--- config.mk ---
export PLATFORM = sky130hd
export DESIGN_NAME = sat_cnt
export DESIGN_NICKNAME = d
export VERILOG_FILES = /design/src/rtl/sat_cnt.sv
export SDC_FILE = /design/constraint.sdc
export NUM_CORES = 1
export LEC_CHECK = 0
export BUFFER_PORTS_ARGS = -buffer_cell sky130_fd_sc_hd__buf_4
export CAP_MARGIN = 20
export CORE_MARGIN = 2
export CORE_UTILIZATION = 47
export DETAILED_ROUTE_END_ITERATION = 6
export PLACE_DENSITY = 0.73
export SYNTH_ARGS = -nofsm -noshare
export SYNTH_HDL_FRONTEND = slang
export SYNTH_SLANG_ARGS = --single-unit
--- constraint.sdc ---
create_clock -name i_clk -period 1.8 [get_ports i_clk]
set_clock_uncertainty 0.1 [all_clocks]
set_input_delay 0.27 -clock i_clk [delete_from_list [all_inputs] [get_ports i_clk]]
set_output_delay 0.27 -clock i_clk [all_outputs]
set_load 0.02 [all_outputs]
--- src/rtl/sat_cnt.sv ---
// rtl/sat_cnt.sv - saturating up-counter with synchronous clear that beats increment
module sat_cnt #(
  parameter int W = 16
) (
  input  logic         i_clk,
  input  logic         i_rst,
  input  logic         i_inc,
  input  logic         i_clr,
  output logic [W-1:0] o_cnt
);

  logic [W-1:0] r_cnt;

  always_ff @(posedge i_clk or posedge i_rst) begin
    if (i_rst) begin
      r_cnt <= '0;
    end else if (i_clr) begin
      r_cnt <= '0;
    end else if (i_inc && (r_cnt != '1)) begin
      r_cnt <= r_cnt + 1'b1;
    end
  end

  assign o_cnt = r_cnt;

endmodule

======== After elaboration in Yosys (flattened, before gate mapping) ========
Cells that the tools add are included.
word-level totals
  register bits after elaboration ......... 16
  input port bits ......................... 4
  output and inout port bits .............. 16
  word-level logic and storage cells ...... 7
operators by class
  add/sub/neg operators ................... 1
  equality and inequality tests ........... 1
  multiplexer cells ....................... 2
  reduce and logical (&&, ||, !) cells .... 2
operators with widths
  operator                                                         number
  16-bit two-way mux                                               2
  16-bit by 1-bit adder with 16-bit output, second input constant  1
  16-bit != test, second input constant                            1
  2-bit nonzero test                                               1
  1-bit logical AND                                                1

======== Depth between registers and ports, before layout ========
  word-level depth ........................ 4
  mapped depth ............................ 6
  depth with buffers taken out ............ 5

======== Worst setup path after synthesis ========
No wires, ideal clock.
  path type ............................... register to register
  start ................................... register r_cnt[0], in the netlist o_cnt[0]
  end ..................................... register r_cnt[0], in the netlist o_cnt[0]
  library setup time ...................... 0.125 ns
  arrival ................................. 1.783 ns
  data required time ...................... 1.575 ns
  path slack .............................. -0.207 ns
  cell stages (with the launch flop) ...... 7
  buffers on the path ..................... 1
  period minus slack after synthesis ...... 2.007 ns
  cells stage by stage .................... dfrtp_1 -> ha_1 -> clkbuf_1 -> nand3_1 -> nor4_1 -> nor2b_1 -> mux2_2
on the way
  cells in the longest elaborated chain, start to end .. 3
  elaborated cells on any way between the ends .. 6
  those cells by class .................... 1 x add/sub; 1 x eq/ne; 2 x mux; 2 x reduce/logical
ends and longest elaborated chain
  what                                                                               line    source
  from (decl)                                                                        12      logic [W-1:0] r_cnt;
  from (signal assigned)                                                             20      r_cnt <= r_cnt + 1'b1;
  16-bit by 1-bit adder with 16-bit output / 16-bit != test (equally long branches)  20, 19
  16-bit two-way mux / 1-bit logical AND (equally long branches)                     19      end else if (i_inc && (r_cnt != '1)) begin
  16-bit two-way mux / 2-bit nonzero test (equally long branches)                    n/a
Parallel ways exist; a longest one is shown, timed or not. The select of a mux whose other input is x is not followed.
A chain may end at the register's enable or synchronous reset.

======== Final worst setup path ========
  start ................................... register r_cnt[3], in the netlist o_cnt[3]
  end ..................................... register r_cnt[13], in the netlist o_cnt[13]
The elaborated chain is that of the path after synthesis.

==> summary.md <==
| Metric | Value |
|---|---|
| Worst-path cell chain | nand4_1 > or4_4 > or4_1 > a21oi_1 |
| Die width | about 49 µm |
| Final cell count without fillers | 172 |
| # DRC | 0 |
| First-pass GRT wire length | ~4.4 mm |
| Routability cong. | about 0.76 |
| Vias in the first global route | between 900 and 1,000 |
| DP Worst Slack | -2.83 ps |
| Final min period | about 1800 ps |
| Routed WL per cell | 14.9 µm |
| Netlist cell types | 29 |
| Initial antenna violation count | 0 |
| Largest net degree at the start of global routing | 20 |
| Final hold vios | 0 |
| Pwr/cell area | about 460 nW/µm² |
| Post-synthesis sequential area ratio | around 43% |
| Cells after synthesis | ~100 |
| #FFs+latches synth | 16 |
| P_leak | 0.559 nW |
| F_max | roughly 550 MHz |
| Area growth from synthesis to layout | 44.8% |
| Kind of critical path | flip-flop to flip-flop |
| CP Depth | 4 |
| Max-cap violations | 0 |
| Post-Synth Adder-Cell Area | approximately 1.3% |
| Slew of the pin with the lowest slew margin | 626 ps |
| Crit end category | flip-flop |
| Row cnt | 16 |
| Final setup viols | 1 |
| Post-synthesis xor/xnor area fraction | 0% |
| Critical Path Max Stage Delay | roughly 550 ps |
| H-tree depth | 1 |
| Hold WC Path Type | input port to flip-flop |
| Most common cell after layout, fill and taps aside | buf_4 |
| Synth Area in Compound Gates | between 10% and 20% |
| WHS | 172 ps |
| Post-Syn Area per Cell | just over 9 µm² |
| Number of antenna-violating nets in the routed design | 0 |
| Reg clk slew, reported paths | roughly 100 ps |
| Max-slew violation total from the final report | 0 |
| Peak supply drop | 0.468 mV |
| Register-to-Register Path Depth | 4 |
| Clock Root Buffer | clkbuf_4 |
| Worst setup margin | -30.0 ps |
| Core Area | between 1500 and 2000 µm² |
| DRT Pass-1 Iters | 4 |
| Outcome | finished, violations left |
| DRT iter0 DRCs | 34 |
| Synth warn | 0 |
| Rel. slew slack | 58.2% |
| Placed inst area | 1270 µm² |
| Post-Route WL | between 2 and 3 mm |
| Sink Count | 16 |
| Max reg flops | 16 |
| Commonest cells after routing, fill and taps aside | buf_4 (44), a21oi_1 (11), dfrtp_2 (10) |
| Final Core Density | roughly 70% |
| Cells after DPL | approximately 160 |
| Worst Path Buf+Inv | 0 |
| Grt ovf | 0 |
| Largest family of logic cells by synthesized area | simple AND/OR/NAND/NOR gates |
| Post-DP HPWL | about 1.9 mm |
| Crit start category | flip-flop |
| CP delay by family, top | simple AND/OR/NAND/NOR gates |
| Port Buffers | 19 |
| Worst Path Max Fanout | 6 |
| RSZ-0062 raised after global routing | true |
| Die H | 48.5 µm |
| Clock Latency Late Sink | approximately 280 ps |
| All-Layer GR Usage | around a quarter |
| Layout cell share with drive strength beyond 1 | 48.3% |
| DR vias/cell | 5.87 |
| Arrival time worst endpoint | slightly below 2000 ps |
| Multiplexer share of the synthesized area | roughly 3.5% |
| Failing checks | setup timing |
| Tcrit/Tclk final | 102% |
| Die ar. | 2360 µm² |
| CP Data Required Time | roughly 1900 ps |
| Syn Nets | approximately 110 |
| Number of antenna diodes | 0 |
| CTS tree | yes |
| Routed via count | 1,009 |
| Simple-gate share of the synthesized area | around 33% |
| Slowest-stage cell, CP | or4_4 |
| Initial Util | ~49% |
| Number of nets in the layout | about 150 |
| Io pins | 20 |
| Final Cell Area | 1350 µm² |
| Synth Cell Area | 932 µm² |
| CTS Buf Count | 3 |
| Hold path cells | 2 |
| Clock Path Buffers | 2 |
==> synthesized netlist by cell type (all sizes together) <==
cell,count,area share (%)
ha,1,1.3
dfrtp,16,43
buf,1,0.81
and4,1,0.94
or3,7,4.8
o21ai,5,2.7
nor2b,3,2.0
dlygate4sd1,1,0.94
nor4,3,2.0
inv,3,1.2
o31ai,5,4.0
o41ai,2,1.9
nor3,4,2.1
a21oi,12,6.4
mux2i,1,1.1
nand2b,2,1.3
nand2,6,2.4
nand4,5,5.0
mux2,2,2.4
or4,8,7.0
clkbuf,2,0.94
a31oi,1,0.67
nor2,3,1.2
nand3,7,3.8
==> through the flow <==
step           setup TNS, ps  total power [mW]
5_1_grt                 -306             0.648
2_1_floorplan          -63.5             0.415
3_3_place_gp               0             0.431
4_1_cts                -16.0             0.623
3_5_place_dp           -2.83             0.433
6_report               -30.0             0.623
==> logic make-up (layout without fill, tap and decap cells) <==
| kind of cell | after synthesis | in the layout |
|---|---|---|
| AOI/OAI and AO/OA | 25 | 25 |
| adders and majority gates | 1 | 1 |
| buffers and inverters | 7 | 51 |
| DFF | 16 | 16 |
| muxes | 3 | 3 |
| and+or+nand+nor | 49 | 49 |
==> final timing paths <==
kind	endpoint	slack, ps	from
max in group asynchronous	o_cnt[8]	640	i_rst
min in group asynchronous	o_cnt[1]	520	i_rst
max reg2reg	o_cnt[13]	-30	o_cnt[3]
max	o_cnt[13]	-30	o_cnt[3]
min	o_cnt[10]	170	i_clr
min reg2reg	o_cnt[2]	510	o_cnt[2]
==> routing by layer <==
layer	track usage (%)	vias to the layer above	part of all wire (%)
met3	5.25	4	4.4
met2	39.6	30	50
li1	-	477	-
met5	0	-	0
met4	6.67	0	1.3
met1	30.7	498	44
==> power breakdown <==
part | switching [mW] | leakage [nW] | total (mW) | internal [mW]
Combinational | 0.0327 | 0.340 | 0.0575 | 0.0248
Clock | 0.116 | 0.0138 | 0.193 | 0.0776
Sequential | 0.00817 | 0.206 | 0.372 | 0.364
==> timing repair <==
item,CTS,global route
hold buffers,1,0
hold endpoints to repair,16,0
endpoints found under the setup margin,1,10
buffers inserted,2,2
pin swaps,1,5
gates resized for setup,0,5
==> layout make-up <==
class	instances	area, µm²
Sequential cell	16	413
Timing Repair Buffer	45	340
Multi-Input combinational cell	78	529
Tap cell	27	33.8
Fill cell	165	572
Clock buffer	3	22.5
Inverter	3	11.3
(Power assumes the default switching activity.)
